[config.mk]
export PLATFORM = sky130hd
export DESIGN_NAME = dual_bit_serializer_flat
export DESIGN_NICKNAME = d
export VERILOG_FILES = /design/src/rtl/dual_bit_serializer_if.sv /design/src/rtl/dual_bit_serializer.sv /design/src/flat_wrapper.sv
export SDC_FILE = /design/constraint.sdc
export NUM_CORES = 1
export LEC_CHECK = 0
export ABC_AREA = 1
export BUFFER_PORTS_ARGS = -buffer_cell sky130_fd_sc_hd__buf_2
export CAP_MARGIN = 20
export CORE_MARGIN = 2
export CORE_UTILIZATION = 48
export DETAILED_ROUTE_END_ITERATION = 6
export PLACE_DENSITY = 0.71
export SYNTH_ARGS = -nofsm -noshare
export SYNTH_HDL_FRONTEND = slang
export SYNTH_SLANG_ARGS = --single-unit
[constraint.sdc]
create_clock -name clk -period 2.6 [get_ports clk]
set_clock_uncertainty 0.05 [all_clocks]
set_input_delay 0.52 -clock clk [delete_from_list [all_inputs] [get_ports clk]]
set_output_delay 0.52 -clock clk [all_outputs]
set_load 0.02 [all_outputs]
[src/rtl/dual_bit_serializer_if.sv]
// Word-pair handshake bundle between an upstream producer and the serializer.
//   in_valid   producer -> serializer   word pair valid
//   in_ready   serializer -> producer   serializer can take a pair this cycle
//   in_word_a  producer -> serializer   lane-A word (feeds d_1)
//   in_word_b  producer -> serializer   lane-B word (feeds d_2)
interface dual_bit_serializer_if #(
  parameter int WORD_W = 8
) ();
  logic              in_valid;
  logic              in_ready;
  logic [WORD_W-1:0] in_word_a;
  logic [WORD_W-1:0] in_word_b;

  modport master (output in_valid, output in_word_a, output in_word_b, input in_ready);
  modport slave  (input in_valid, input in_word_a, input in_word_b, output in_ready);
endinterface

[src/rtl/dual_bit_serializer.sv]
// Dual-lane LSB-first serializer feeding a pair of enabled capture flops.
// A word pair taken over the handshake is shifted out one bit per lane per
// en strobe; strobes are spaced DIV clocks apart.
// Ports:
//   clk   rising-edge clock
//   rst   synchronous active-high reset
//   bus   word-pair handshake (slave side)
//   en    one-cycle capture strobe (registered)
//   d_1   lane-A serial bit (registered)
//   d_2   lane-B serial bit (registered)
//   busy  transfer in progress, SHIFT or DONE (state decode)
//   done  one-cycle pulse the cycle after the last strobe (registered)
module dual_bit_serializer #(
  parameter int WORD_W = 8,
  parameter int DIV    = 1
) (
  input  logic                  clk,
  input  logic                  rst,
  dual_bit_serializer_if.slave  bus,
  output logic                  en,
  output logic                  d_1,
  output logic                  d_2,
  output logic                  busy,
  output logic                  done
);
  localparam int BW = (WORD_W > 1) ? $clog2(WORD_W) : 1;
  localparam int DW = (DIV > 1) ? $clog2(DIV) : 1;
  localparam logic [BW-1:0] BIT_LAST = BW'(WORD_W - 1);
  localparam logic [DW-1:0] DIV_LAST = DW'(DIV - 1);

  typedef enum logic [1:0] {IDLE, SHIFT, DONE} state_t;
  state_t state, state_nxt;

  logic [WORD_W-1:0] sh_a, sh_b, sh_a_nx, sh_b_nx;
  logic [BW-1:0]     bit_cnt;
  logic [DW-1:0]     div_cnt;
  logic              ready, tick, last;

  assign sh_a_nx = sh_a >> 1;
  assign sh_b_nx = sh_b >> 1;
  assign tick    = (div_cnt == DIV_LAST);
  // en is the registered strobe, so this is true during the final strobe cycle;
  // the FSM leaves SHIFT on the edge that ends it.
  assign last    = en && (bit_cnt == BIT_LAST);
  assign bus.in_ready = ready;

  always_ff @(posedge clk) begin
    if (rst) state <= IDLE;
    else     state <= state_nxt;
  end

  always_comb begin
    state_nxt = state;
    ready     = 1'b0;
    busy      = 1'b0;
    case (state)
      IDLE: begin
        ready = 1'b1;
        if (bus.in_valid) state_nxt = SHIFT;
      end
      SHIFT: begin
        busy = 1'b1;
        if (last) state_nxt = DONE;
      end
      DONE: begin
        busy      = 1'b1;
        state_nxt = IDLE;
      end
      default: state_nxt = IDLE;
    endcase
  end

  always_ff @(posedge clk) begin
    if (rst) begin
      sh_a    <= '0;
      sh_b    <= '0;
      bit_cnt <= '0;
      div_cnt <= '0;
      en      <= 1'b0;
      d_1     <= 1'b0;
      d_2     <= 1'b0;
      done    <= 1'b0;
    end else begin
      en   <= 1'b0;
      done <= 1'b0;
      case (state)
        IDLE: begin
          if (bus.in_valid) begin
            sh_a    <= bus.in_word_a;
            sh_b    <= bus.in_word_b;
            d_1     <= bus.in_word_a[0];
            d_2     <= bus.in_word_b[0];
            bit_cnt <= '0;
            div_cnt <= '0;
          end
        end
        SHIFT: begin
          if (last) begin
            done <= 1'b1;
            d_1  <= 1'b0;
            d_2  <= 1'b0;
          end else begin
            en      <= tick;
            div_cnt <= tick ? '0 : div_cnt + DW'(1);
            // Advance to the next bit on the edge closing a strobe cycle so
            // the new bit settles ahead of the following strobe.
            if (en) begin
              sh_a    <= sh_a_nx;
              sh_b    <= sh_b_nx;
              d_1     <= sh_a_nx[0];
              d_2     <= sh_b_nx[0];
              bit_cnt <= bit_cnt + BW'(1);
            end
          end
        end
        default: ;
      endcase
    end
  end
endmodule

[src/flat_wrapper.sv]
// flat-port wrapper written by rule: the top's interface ports become plain ports
module dual_bit_serializer_flat 
#(
  parameter int WORD_W = 8,
  parameter int DIV    = 1
)
  (clk, rst, en, d_1, d_2, busy, done, bus_in_valid, bus_in_word_a, bus_in_word_b, bus_in_ready);
  dual_bit_serializer_if #(.WORD_W(WORD_W)) bus_i ();
  input  logic clk;
  input  logic rst;
  output logic en;
  output logic d_1;
  output logic d_2;
  output logic busy;
  output logic done;
  input wire logic [$bits(bus_i.in_valid)-1:0] bus_in_valid;
  input wire logic [$bits(bus_i.in_word_a)-1:0] bus_in_word_a;
  input wire logic [$bits(bus_i.in_word_b)-1:0] bus_in_word_b;
  output wire logic [$bits(bus_i.in_ready)-1:0] bus_in_ready;
  assign bus_i.in_valid = bus_in_valid;
  assign bus_i.in_word_a = bus_in_word_a;
  assign bus_i.in_word_b = bus_in_word_b;
  assign bus_in_ready = bus_i.in_ready;
  dual_bit_serializer #(.WORD_W(WORD_W), .DIV(DIV)) u_core (.clk(clk), .rst(rst), .bus(bus_i), .en(en), .d_1(d_1), .d_2(d_2), .busy(busy), .done(done));
endmodule
[Yosys cells after proc, flatten, opt, wreduce, memory -nomap -nowiden]
Cells that the tools add are included.
Storage, ports and cells
  bits in registers: 26
  output and inout bits: 6
  input bits: 19
  word-level logic and storage cells: 61
Cells by class
  bitwise logic cells: 2
  mux-type cells: 30
  equal/unequal tests: 8
  $add $sub $neg: 2
  reductions and logical operators: 10
Operator list (number)
  $mux 8: 6
  $pmux 8 s2: 2
  $mux 1: 12
  $mux 3: 3
  $pmux 1 s2: 3
  $pmux 3 s2: 1
  $reduce_and 3->1: 2
  $mux 2: 2
  $ne 2x1->1 const B: 2
  $ne 2x2->1 const B: 2
  $pmux 2 s2: 1
  $reduce_and 4->1: 1
  $reduce_or 2->1: 2
  $add 3x1->3 const B: 1
  $eq 3x3->1 const B: 1
  $ne 3x1->1 const B: 1
  $reduce_or 3->1: 1
  $eq 2x1->1 const B: 1
  $eq 2x2->1 const B: 1
  $logic_not 2->1: 1
  $not 1->1: 2
  $reduce_and 2->1: 1
  $reduce_bool 2->1: 1
  $add 1x1->1 const B: 1
  $logic_and 1x1->1: 1

[Depth between registers and ports, before layout]
  word-level depth: 4
  mapped depth: 10
  gate-level depth less buffers: 9

[Worst setup path after synthesis]
No wires, ideal clock.
  path type: flip-flop to flip-flop
  from: register u_core.bit_cnt[0]
  to: register u_core.sh_a[3]
  data required time: 2.437 ns
  period minus slack after synthesis: 1.502 ns
  stages on the path, launching flop included: 10
  path buffers: 1
  data arrival time: 1.340 ns
  library setup time: 0.113 ns
  slack: 1.098 ns
  path through: dfxtp_1 ha_1 ha_1 nand2_1 nand2_1 nor2_8 buf_4 nand2_1 nand2_1 nor2_1
Between the ends
  cells in the longest elaborated chain, start to end: 4
Ends and longest elaborated chain
  start, declared: RTL line dual_bit_serializer.sv:35  | logic [BW-1:0] bit_cnt;
  start signal, assigned: RTL line dual_bit_serializer.sv:112  | bit_cnt <= bit_cnt + BW'(1);
  $eq 3x3->1: RTL line dual_bit_serializer.sv:44  | assign last = en && (bit_cnt == BIT_LAST);
  $logic_and 1x1->1: RTL line dual_bit_serializer.sv:44
  $ne 2x2->1 (no source line)
  $reduce_and 4->1 (no source line)
  end signal, assigned: RTL line dual_bit_serializer.sv:89  | sh_a <= bus.in_word_a;
  end signal, assigned: RTL line dual_bit_serializer.sv:108  | sh_a <= sh_a_nx;
  end, declared: RTL line dual_bit_serializer.sv:34  | logic [WORD_W-1:0] sh_a, sh_b, sh_a_nx, sh_b_nx;
Every way passes these cells.
A chain may end at the register's enable or synchronous reset.

[Worst setup path in the final report]
  from: register u_core.state[1]
  to: register u_core.bit_cnt[0]
Between the ends
  cells in the longest elaborated chain, start to end: 3
  elaborated cells on any way between the ends: 8
  those cells by class: eq/ne: 4; mux: 1; reduce/logical: 3
Ends and longest elaborated chain
  start, declared: RTL line dual_bit_serializer.sv:32  | state_t state, state_nxt;
  start signal, assigned: RTL line dual_bit_serializer.sv:49  | else state <= state_nxt;
  $eq 2x1->1 / $logic_not 2->1 (equally long branches): RTL line dual_bit_serializer.sv:86  | case (state)
  $ne 2x1->1 (no source line), or another cell as far along
  $reduce_and 4->1 (no source line)
Several ways; a longest one is shown, not always the timed one.

==> metrics.md <==
| Metric | Value |
|---|---|
| Status | `complete, no violations` |
| Post-synth cell types | `20` |
| Yosys warns | `0` |
| Worst EP arrival | `2.20 ns` |
| Ys flop type | `dfxtp_1` |
| Routed Antenna Nets | `0` |
| Area growth syn-to-layout | `13.1%` |
| Initial antenna violation count | `0` |
| End-of-flow core utilization | `56.1%` |
| Sequential share of the synthesized area | `38.5%` |
| Lkg Pwr | `0.796 nW` |
| Synth Register Bits | `23` |
| # setup viols final | `0` |
| Area contributors post-synth | `dfxtp_1, nand2_1, nor2_1, inv_1, a21oi_1` |
| Critical Path Sink Type | `flip-flop` |
| Via density | `4.62` |
| Wire per inst | `9.95 um` |
| Power per cell area | `1260 nW/um2` |
| All-Layer GR Usage | `20.3%` |
| Nets | `239` |
| Hold_ws | `0.396 ns` |
| Maximum clock frequency | `494 MHz` |
| RSZ-0062 raised after global routing | `false` |
| # hold bufs at CTS | `0` |
| Clock slew at reported path FFs | `0.13 ns` |
| Minimum clock period | `2.03 ns` |
| Skew-Pair Late Insertion Delay | `0.31 ns` |
| Largest net degree at the start of global routing | `29` |
| Setup Buffers After CTS | `0` |
| Placed instance count | `241` |
| Setup Crit Path Kind | `reg2reg` |
| Core area | `2410 um2` |
| Global-route wire length before repair | `4280 um` |
| Post-route setup TNS | `0 ns` |
| Post-Syn Area | `1200 um2` |
| Vias | `1,133` |
| TritonCTS clock tree | `built` |
| Antenna diodes | `0` |
| Slew @ Worst Pin | `0.794 ns` |
| # H-tree levels | `1` |
| Worst Hold Class | `in2reg` |
| DRC viols | `0` |
| Max-slew violations | `0` |
| Post-synth top cells | `nand2_1, nor2_1, dfxtp_1, inv_1, a21oi_1` |
| Syn Nets | `215` |
| Clk sink count | `23` |
| PortBufs | `24` |
| Inserted Clock Buffers | `3` |
| Cell chain of the critical path | `inv_1 > ha_1 > inv_2 > nand2_1 > nand2_2 > nor2_8 > nand2_1 > nand2_1 > nor2_1` |
| Vias in the first global route | `1,073` |
| Max clock buf depth | `2` |
| First drt pass iteration count | `4` |
| Crit path max fanout | `28` |
| Period utilization | `77.9%` |
| Area leader, netlist | `dfxtp_1` |
| Slowest stage cell, crit path | `ha_1` |
| Startpoint types | `flip-flop` |
| Clock Root Buffer | `clkbuf_4` |
| Slew margin rel. | `47.1%` |
| Worst EP required | `2.77 ns` |
| 1st-iter DRT viols | `19` |
| Width of the die | `53.9 um` |
| GRT overflow | `0` |
| EDFF count, synth | `0` |
| PostCTS Resize Cnt | `0` |
| Placer Congestion | `0.693` |
| Final WL | `2440 um` |
| Share of flip-flops with an asynchronous set or reset | `0%` |
| Post-Layout Cell Count | `245` |
| Die area | `2910 um2` |
| Maximum vdd ir drop | `0.629 mV` |
| Initial core utilization | `49.6%` |
| Number of max-cap violations | `0` |
| Slowest stage delay, CP | `0.68 ns` |
| DIE HEIGHT | `53.9 um` |
| Post-synthesis average cell area | `6.23 um2` |
| Top cell type's share of synthesized area | `38.5%` |
| Cell with the most instances after synthesis | `nand2_1` |
| Synthesized instance count | `192` |
| Number of cell rows | `18` |
| Final Hold Viols | `0` |
| Final HPWL DP | `1780 um` |
| Most frequent CP cell | `nand2_1` |
| Layout cells sized above 1 | `15.8%` |
| Ports | `25` |
## worst max-delay path: cells and delay by family, from the launching register on
kind / cells / cell delay, ns
buf+inv: 2 / 0.16
flops: 1 / 0.32
fa+ha+maj: 1 / 0.68
simple gates: 6 / 0.72
## kinds of logic (layout without fill, tap and decap cells)
kind of cell    Yosys count  in the layout  synth area share, %
flops                    23             23                 38.5
compound gates           16             16                 6.90
buf+inv                  31             54                 10.9
fa+ha+maj                 4              4                 4.18
simple gates            118            118                 39.5
## area by class of cell
| cell class | instances | area, um2 |
|---|---|---|
| Tap cell | 30 | 37.5 |
| Fill cell | 260 | 1060 |
| Clock buffer | 3 | 22.5 |
| Sequential cell | 23 | 460 |
| Clock inverter | 1 | 5.00 |
| Inverter | 25 | 93.8 |
| Timing Repair Buffer | 25 | 128 |
| Multi-Input combinational cell | 138 | 606 |
## report_power, final
group          total (mW)  leakage, nW  switching (mW)  internal (mW)
clock network       0.167       0.0177           0.109         0.0575
logic               0.943        0.588           0.619          0.323
registers           0.598        0.190          0.0823          0.516
total                1.71        0.796           0.811          0.897
## layout by cell type (no fill, tap or decap), drive strengths merged
cell    count
nor2       42
a21oi      13
ha          4
or2         1
dfxtp      23
buf        25
nor3        1
clkinv      2
inv        24
clkbuf      3
nand2      70
nand3       4
o21ai       2
o21a        1
## worst paths after layout
check | from | end | slack [ns] | cells after the start
hold reg to reg | u_core.sh_a[5] | u_core.sh_a[5] | 0.45 | 2
hold / removal | rst | u_core.bit_cnt[2] | 0.40 | 2
setup / recovery | u_core.state[1] | u_core.bit_cnt[0] | 0.57 | 9
setup reg to reg | u_core.state[1] | u_core.bit_cnt[0] | 0.57 | 9
## stage by stage
stage	power [mW]	setup slack (ns)	area, um2
after global placement	1.51	0.727	1330
after CTS	1.73	0.589	1350
after detailed placement	1.55	0.603	1330
final	1.71	0.575	1350
after floorplan	1.39	1.10	1200
after global routing	1.90	0.354	1350
## layer usage
layer | vias to the layer above | global-route usage [%] | wire (um)
met3 | 5 | 2.50 | 67
li1 | 618 | - | -
met4 | 0 | 10.7 | 48
met2 | 16 | 38.0 | 1220
met5 | - | 0 | 0
met1 | 494 | 22.0 | 1100
## sequential cells by signal, summed over array words and instances (netlist names)
signal,flops
u_core.done,1
u_core.state,2
u_core.d_1,1
u_core.bit_cnt,3
u_core.d_2,1
u_core.en,1
u_core.sh_b,7
u_core.sh_a,7
Power figures use the tool's default switching activity.
